===== config.mk =====
export PLATFORM = sky130hd
export DESIGN_NAME = aoc_dial_feeder
export DESIGN_NICKNAME = d
export VERILOG_FILES = /design/src/rtl/aoc_pkg.sv /design/src/rtl/aoc_pacer.sv /design/src/rtl/aoc_dial_feeder.sv
export SDC_FILE = /design/constraint.sdc
export NUM_CORES = 1
export LEC_CHECK = 0
export CORE_ASPECT_RATIO = 0.8
export CORE_MARGIN = 1.5
export CORE_UTILIZATION = 32
export CTS_BUF_LIST = sky130_fd_sc_hd__clkbuf_8
export CTS_CLUSTER_DIAMETER = 150
export CTS_CLUSTER_SIZE = 14
export DETAILED_ROUTE_END_ITERATION = 10
export GPL_ROUTABILITY_DRIVEN = 0
export GPL_TIMING_DRIVEN = 0
export PLACE_DENSITY = 0.51
export RECOVER_POWER = 25
export SLEW_MARGIN = 15
export SYNTH_ARGS = -nofsm -noshare
export SYNTH_HDL_FRONTEND = slang
export SYNTH_SLANG_ARGS = --single-unit

===== constraint.sdc =====
create_clock -name clk -period 4 [get_ports clk]
set_input_delay 1.2 -clock clk [delete_from_list [all_inputs] [get_ports clk]]
set_output_delay 1.2 -clock clk [all_outputs]
set_load 0.01 [all_outputs]

===== src/rtl/aoc_pkg.sv =====
// Shared constants and types for the dial-solver feeders: ASCII codes, feeder states, count limits.
// Pure definitions; no logic, no latency.
package aoc_pkg;

  localparam logic [7:0] CH_L  = 8'h4C;
  localparam logic [7:0] CH_R  = 8'h52;
  localparam logic [7:0] CH_0  = 8'h30;
  localparam logic [7:0] CH_9  = 8'h39;
  localparam logic [7:0] CH_LF = 8'h0A;
  localparam logic [7:0] CH_CR = 8'h0D;

  typedef enum logic [1:0] {
    IDLE   = 2'd0,
    DIGITS = 2'd1,
    SKIP   = 2'd2,
    PEND   = 2'd3
  } feed_state_t;

  localparam int unsigned DEF_INPUT_WIDTH = 10;
  localparam int unsigned CNT_MAX = (32'd1 << DEF_INPUT_WIDTH) - 32'd1;

  function automatic int unsigned cnt_max(input int unsigned w);
    return (32'd1 << w) - 32'd1;
  endfunction

  function automatic logic is_digit(input logic [7:0] b);
    return (b >= CH_0) && (b <= CH_9);
  endfunction

endpackage


===== src/rtl/aoc_pacer.sv =====
// Command pacing counter: load arms count+GAP+1 cycles of quiet, idle once it has run down.
// free_next flags that a strobe registered on the coming edge lands exactly on the spacing limit.
module aoc_pacer #(
  parameter int INPUT_WIDTH = 10,
  parameter int GAP         = 1
) (
  input  logic                   clk,
  input  logic                   rst_n,
  input  logic                   load,
  input  logic [INPUT_WIDTH-1:0] count,
  output logic                   idle,
  output logic                   free_next
);

  localparam int PW = $clog2((1 << INPUT_WIDTH) + GAP + 1) + 1;

  logic [PW-1:0] pace;

  always_ff @(posedge clk or negedge rst_n) begin
    if (!rst_n) begin
      pace <= '0;
    end else if (load) begin
      pace <= PW'(count) + PW'(GAP + 1);
    end else if (pace != '0) begin
      pace <= pace - PW'(1);
    end
  end

  assign idle = (pace == '0);
  // The strobe is registered, so a decision taken while pace==1 lands on the cycle pace hits 0.
  assign free_next = (pace <= PW'(1));

endmodule


===== src/rtl/aoc_dial_feeder.sv =====
// Parses "L68\n"-style ASCII lines into paced {direction, count} strobes for the dial solver.
// Strobe two edges after the terminating byte when idle; in_ready drops while a command waits on the pacer.
module aoc_dial_feeder
  import aoc_pkg::*;
#(
  parameter int INPUT_WIDTH = 10,
  parameter int GAP         = 1
) (
  input  logic                   clk,
  input  logic                   rst_n,
  input  logic                   in_valid,
  output logic                   in_ready,
  input  logic [7:0]             in_data,
  input  logic                   in_last,
  output logic                   valid,
  output logic                   step_direction,
  output logic [INPUT_WIDTH-1:0] step_count,
  output logic                   err,
  output logic                   done
);

  localparam int AW = INPUT_WIDTH + 4;
  localparam logic [AW-1:0] MAX_W = AW'(cnt_max(INPUT_WIDTH));

  feed_state_t            state;
  logic [INPUT_WIDTH-1:0] acc;
  logic                   dir_q;
  logic                   have_dig;
  logic                   ovf;
  logic                   eof;

  logic                   take;
  logic                   byte_digit;
  logic [AW-1:0]          acc_mul;
  logic                   mul_ovf;
  logic                   pace_idle;
  logic                   pace_free;
  logic                   fire;

  assign take       = in_valid && in_ready;
  assign byte_digit = is_digit(in_data);
  // acc never exceeds CNT_MAX, so acc*10+9 always fits in four extra bits.
  assign acc_mul    = ({4'b0, acc} * AW'(10)) + {{INPUT_WIDTH{1'b0}}, in_data[3:0]};
  assign mul_ovf    = (acc_mul > MAX_W);
  assign fire       = (state == PEND) && pace_free;

  aoc_pacer #(
    .INPUT_WIDTH(INPUT_WIDTH),
    .GAP        (GAP)
  ) u_pacer (
    .clk      (clk),
    .rst_n    (rst_n),
    .load     (fire),
    .count    (acc),
    .idle     (pace_idle),
    .free_next(pace_free)
  );

  always_ff @(posedge clk or negedge rst_n) begin
    if (!rst_n) begin
      state          <= IDLE;
      acc            <= '0;
      dir_q          <= 1'b0;
      have_dig       <= 1'b0;
      ovf            <= 1'b0;
      eof            <= 1'b0;
      in_ready       <= 1'b0;
      valid          <= 1'b0;
      step_direction <= 1'b0;
      step_count     <= '0;
      err            <= 1'b0;
      done           <= 1'b0;
    end else begin
      valid    <= 1'b0;
      // Branches that enter or stay in PEND override this with 0.
      in_ready <= !(eof || (take && in_last));
      if (take && in_last) begin
        eof <= 1'b1;
      end
      if (eof && (state != PEND) && pace_idle) begin
        done <= 1'b1;
      end

      case (state)
        IDLE: begin
          if (take) begin
            if ((in_data == CH_L) || (in_data == CH_R)) begin
              dir_q    <= (in_data == CH_R);
              acc      <= '0;
              have_dig <= 1'b0;
              ovf      <= 1'b0;
              state    <= DIGITS;
            end else if ((in_data != CH_LF) && (in_data != CH_CR)) begin
              err   <= 1'b1;
              state <= SKIP;
            end
          end
        end

        DIGITS: begin
          if (take) begin
            if (byte_digit) begin
              have_dig <= 1'b1;
              if (mul_ovf) begin
                ovf <= 1'b1;
              end else begin
                acc <= acc_mul[INPUT_WIDTH-1:0];
              end
              // A final digit closes the line even without a newline.
              if (in_last) begin
                if (mul_ovf || ovf) begin
                  err   <= 1'b1;
                  state <= IDLE;
                end else begin
                  state    <= PEND;
                  in_ready <= 1'b0;
                end
              end
            end else if ((in_data == CH_LF) || ((in_data == CH_CR) && in_last)) begin
              if (have_dig && !ovf) begin
                state    <= PEND;
                in_ready <= 1'b0;
              end else begin
                err   <= 1'b1;
                state <= IDLE;
              end
            end else if (in_data != CH_CR) begin
              err   <= 1'b1;
              state <= SKIP;
            end
          end
        end

        SKIP: begin
          if (take && (in_data == CH_LF)) begin
            state <= IDLE;
          end
        end

        PEND: begin
          if (pace_free) begin
            valid          <= 1'b1;
            step_count     <= acc;
            step_direction <= dir_q;
            state          <= IDLE;
          end else begin
            in_ready <= 1'b0;
          end
        end

        default: state <= IDLE;
      endcase
    end
  end

endmodule


======== Yosys cells after proc, flatten, opt, wreduce, memory -nomap -nowiden ========
Cells that the tools add are included.
storage, ports and cells
  flip-flop bits (word level) ............. 43
  input port bits ......................... 12
  output and inout bits ................... 15
  word-level logic and storage cells ...... 125
operators by class
  $add $sub $neg .......................... 3
  $mul .................................... 1
  $lt $le $gt $ge ......................... 4
  equality and inequality tests ........... 25
  muxes and demuxes ....................... 51
  reduce and logical (&&, ||, !) cells .... 28
operators with widths
  operator                 count
  $mux W10                 5
  $mux W1                  26
  $mux W12                 2
  $mux W2                  12
  $ne A2 B2 Y1 const B     11
  $pmux W10 S2             1
  $eq A8 B4 Y1 const B     2
  $eq A8 B7 Y1 const B     2
  $ne A8 B4 Y1 const B     2
  $add A14 B4 Y14          1
  $gt A14 B10 Y1 const B   1
  $mul A10 B3 Y13 const B  1
  $le A12 B1 Y1 const B    1
  $logic_not A12 Y1        1
  $reduce_and A6 Y1        2
  $reduce_bool A12 Y1      1
  $sub A12 B1 Y12 const B  1
  $add A10 B2 Y11 const B  1
  $logic_and A1 B1 Y1      10
  $ne A3 B3 Y1 const B     3
  $reduce_and A9 Y1        1
  $ge A8 B6 Y1 const B     1
  $le A8 B6 Y1 const B     1
  $ne A4 B4 Y1 const B     2
  12 further kinds         21

======== Logic depth before layout (Yosys ltp) ========
  word-level depth ........................ 9
  gate-level depth with buffers ........... 12

======== Hierarchy ========
From an unflattened synthesis, not the netlist that was laid out.
second synthesis, totals
  cells, all modules ...................... 318
  area total of the unflattened synthesis .. 2996.6 um^2
by module, submodules not included
  module           times used  cells each  area an instance (um^2)  seq. area each (um^2)
  aoc_dial_feeder  1           221         2133.3                   775.7
  aoc_pacer        1           97          863.3                    300.3

======== Worst setup path before layout ========
Ideal clock, no wire load.
  kind .................................... input to register
  from .................................... input in_data[1]
  to ...................................... register acc[3]
  library setup time ...................... 0.132 ns
  arrival ................................. 2.931 ns
  setup slack ............................. 0.937 ns
  stages on the path ...................... 9
  cells stage by stage .................... ha_1 fa_1 a21o_1 a211oi_1 o2111a_1 a211o_1 and3_1 buf_6 o22ai_1
between the ends
  longest elaborated chain between the ends .. 5
  elaborated cells between the ends (all ways) .. 16
RTL lines
  element                                                                  RTL line                RTL
  start: declaration                                                       aoc_dial_feeder.sv:13   input logic [7:0] in_data,
  parallel branches: the longest is 5 deep, another holds $add A14 B4 Y14  n/a
  end signal: assignment                                                   aoc_dial_feeder.sv:107  acc <= acc_mul[INPUT_WIDTH-1:0];
  end: declaration                                                         aoc_dial_feeder.sv:26   logic [INPUT_WIDTH-1:0] acc;
Several ways; the timed one is not identified. The select of a mux whose other input is x is not followed.
A chain may end at the register's enable or synchronous reset.

======== Worst setup path in the final report ========
  from .................................... input in_data[2]
  to ...................................... register acc[8]
Same word-level chain as after synthesis.

==> results.rst <==
.. list-table::
   :header-rows: 1

   * - Metric
     - Value
   * - Antenna diode count
     - 0
   * - Number of buffers inserted by port buffering
     - 26
   * - Largest voltage drop on the vdd net
     - 0.183 mV
   * - CTS Buffer Depth
     - 2
   * - Effective utilization at floorplan
     - 32.8%
   * - Syn_area_per_cell
     - 8.93 um2
   * - Worst min path class
     - reg2reg
   * - Worst-Margin Slew
     - 1210 ps
   * - Number of failing setup endpoints in the final timing report
     - 0
   * - #FFs+latches synth
     - 43
   * - Area after detailed placement
     - 3370 um2
   * - Clock tree skew after final layout
     - 7.37 ps
   * - Final max-slew violation count
     - 0
   * - Total leakage power
     - 1.52 nW
   * - Proportion of synthesized chip area in sequential cells
     - 36.5%
   * - Pre-antenna DRT Iters
     - 4
   * - Chip Height
     - 88.8 um
   * - WL per Instance
     - 14.9 um
   * - Source-to-sink clock delay at the later pin of the worst-skew pair
     - 290 ps
   * - Number of ports placed on the die boundary
     - 27
   * - Syn Nets
     - 366
   * - Highest clock rate
     - around 0.28 GHz
   * - Wire length of the first global-routing pass
     - 11.7 mm
   * - Peak fanout along the critical path
     - 7
   * - Global Route met3 Usage
     - 2.28%
   * - Final period utilization
     - between 90% and 100%
   * - Non-Filler Cell Area, Final
     - 3440 um2
   * - Total wirelength of the detailed-routed design
     - 7.13 mm
   * - Number of antenna-violating nets in the routed design
     - 0
   * - Crit start category
     - input port
   * - Number of remaining DRC errors
     - 0
   * - Floorplan die area
     - 9800 um2
   * - Unrepaired setup endpoints after global routing
     - false
   * - Vias in the first global route
     - between 2k and 2.5k
   * - Post-detailed-placement half-perimeter wirelength
     - 5.48 mm
   * - Clock transition at path regs
     - 80 ps
   * - Number of standard-cell rows in the floorplan
     - 31
   * - Tmin final
     - 3620 ps
   * - Busiest layer in global routing
     - met2
   * - Total power divided by cell area
     - 329 nW/um2
   * - Maximum number of pins on one net before global-route repair
     - 23
   * - Die outline width
     - 110 um
   * - Post-synth top area cell
     - dfrtp_1
   * - Detailed-route vias per instance
     - 5.17
   * - Sink Count
     - 43
   * - Primary FF master, synth
     - dfrtp_1
   * - Startpoint of the lowest-slack register-to-register path
     - acc[3]
   * - Top area cells in the synthesized netlist
     - dfrtp_1, ha_1, nand2_1
   * - Antenna violations before repair
     - 0
   * - Result of the run
     - finished, final reports clean
   * - Net count reported at finish
     - 400
   * - Kind of capture point of the worst setup path
     - flip-flop
   * - Met1 Use GR
     - 23.0%
   * - Number of levels in the clock H-tree
     - 2
   * - Overall track demand over capacity in global routing
     - 15.4%
   * - Most common cell in the netlist
     - nand2_1
   * - Sum of negative setup slack
     - 0 ps
   * - Count of flip-flops with a built-in enable after synthesis
     - 0
   * - Total number of vias
     - 2,475
   * - Netlist cell types
     - 55
   * - Worst hold start
     - done
   * - Area Overhead vs Synth
     - 16.6%
   * - Core occupancy in the finished layout
     - a little under two fifths
   * - Crit Path Category
     - in2reg
   * - Postcts setup bufs
     - 0
   * - Remaining Overflow, GRT
     - 0
   * - Post-synth ARST share
     - 100%
   * - Crit path DAT
     - 3820 ps
   * - Headroom to the max-slew limit
     - 19.1%
   * - Final Hold Violating Endpoints
     - 0
   * - Number of hold buffers added after CTS
     - 0
   * - Top cell types by occurrence after synthesis
     - nand2_1, dfrtp_1, nor2_1
   * - Start point of the critical path
     - in_data[2]
   * - Total of warnings raised by yosys
     - 0
   * - Clock tree from TritonCTS
     - done
   * - Core box area
     - 9000 um2
   * - Number of design-rule violations left by the first detailed-router iteration
     - 180
   * - Post-synthesis cell area
     - 2950 um2
   * - Synthesized netlist cell count
     - 330
   * - Share of the synthesized area in the top cell type
     - between 30% and 40%
   * - Cell chosen for the clock root
     - clkbuf_8
   * - Fraction of final layout cells sized beyond drive strength 1
     - 7.42%
   * - # Max-Cap Violations
     - 0
   * - GR met2 Demand/Resource
     - 23.9%
   * - Cts repair resizes
     - 0
   * - Data required time of the critical path
     - 4200 ps
   * - Number of buffers created by CTS
     - 5
==> through the flow <==
stage	hold WS [ps]	setup slack, ps	instances	total power, mW
after floorplan	434	937	330	0.770
after global placement	452	94.3	471	0.851
after detailed placement	459	47.4	472	0.858
after CTS	480	357	479	1.15
after global routing	494	152	479	1.21
final	472	376	479	1.13
==> sequential cells by signal (all words and copies together) (netlist names), 2 cells and up <==
register and flops:
u_pacer.pace 12, step_count 10, state 2, acc 10
==> report_power, final <==
group	internal [mW]	switching, mW
Combinational	0.133	0.132
Sequential	0.507	0.0751
Clock	0.136	0.147
==> layout by cell type (no fill, tap or decap), types with 3 or more instances in the layout <==
master and n:
o22ai_1 9, o21bai_1 3, nand3_1 11, clkbuf_8 6, a21o_1 4, nor2_1 28, and3_1 9, nor3_1 9
xor2_1 11, o2bb2ai_1 3, a31oi_1 4, o21ai_0 6, inv_1 11, clkdlybuf4s50_1 25, dfrtp_1 43, xnor2_1 11
a21oi_1 17, nand2b_1 5, a211oi_1 10, a211o_1 3, nand2_1 58, or3_1 3, mux2_2 3, clkbuf_1 7
ha_1 22
==> worst max-delay path, cell delays in order <==
cell	delay (ps)
clkdlybuf4s50_1	620
ha_1	280
a21o_1	170
a31oi_1	410
nor4_4	90
a311oi_1	300
a211o_1	220
nand3_1	300
o22ai_1	220
==> final timing paths <==
| kind | end | slack [ps] | depth (start not counted) |
|---|---|---|---|
| max in group asynchronous | acc[9] | 1200 | 2 |
| max reg2reg | acc[8] | 650 | 12 |
| min reg2reg | done | 470 | 1 |
| max | acc[8] | 380 | 9 |
| min in group asynchronous | step_count[0] | 1120 | 1 |
| min | done | 470 | 1 |
==> per-layer routing <==
metal	routed length (um)	vias to the layer above
met5	0	-
met4	26	0
met3	197	2
met2	3110	32
met1	3800	1185
li1	-	1256
==> final cells by class <==
cell class                      count  area, um2
Buffer                              9       51.3
Clock buffer                        6       82.6
Clock inverter                      1       5.00
Fill cell                         962       5560
Inverter                           12       45.0
Multi-Input combinational cell    266       1780
Sequential cell                    43       1080
Tap cell                          115        144
Timing Repair Buffer               27        258
==> cells by family after synthesis <==
logic type	Yosys count	share of synthesized area [%]
and+or+nand+nor	146	25.6
AOI/OAI and AO/OA	71	16.2
buffers and inverters	21	3.27
muxes	3	1.15
xor gates and xnor gates	22	6.54
DFF	43	36.5
adders and majority gates	24	10.7
No activity file was read; power rests on OpenSTA's default activity.
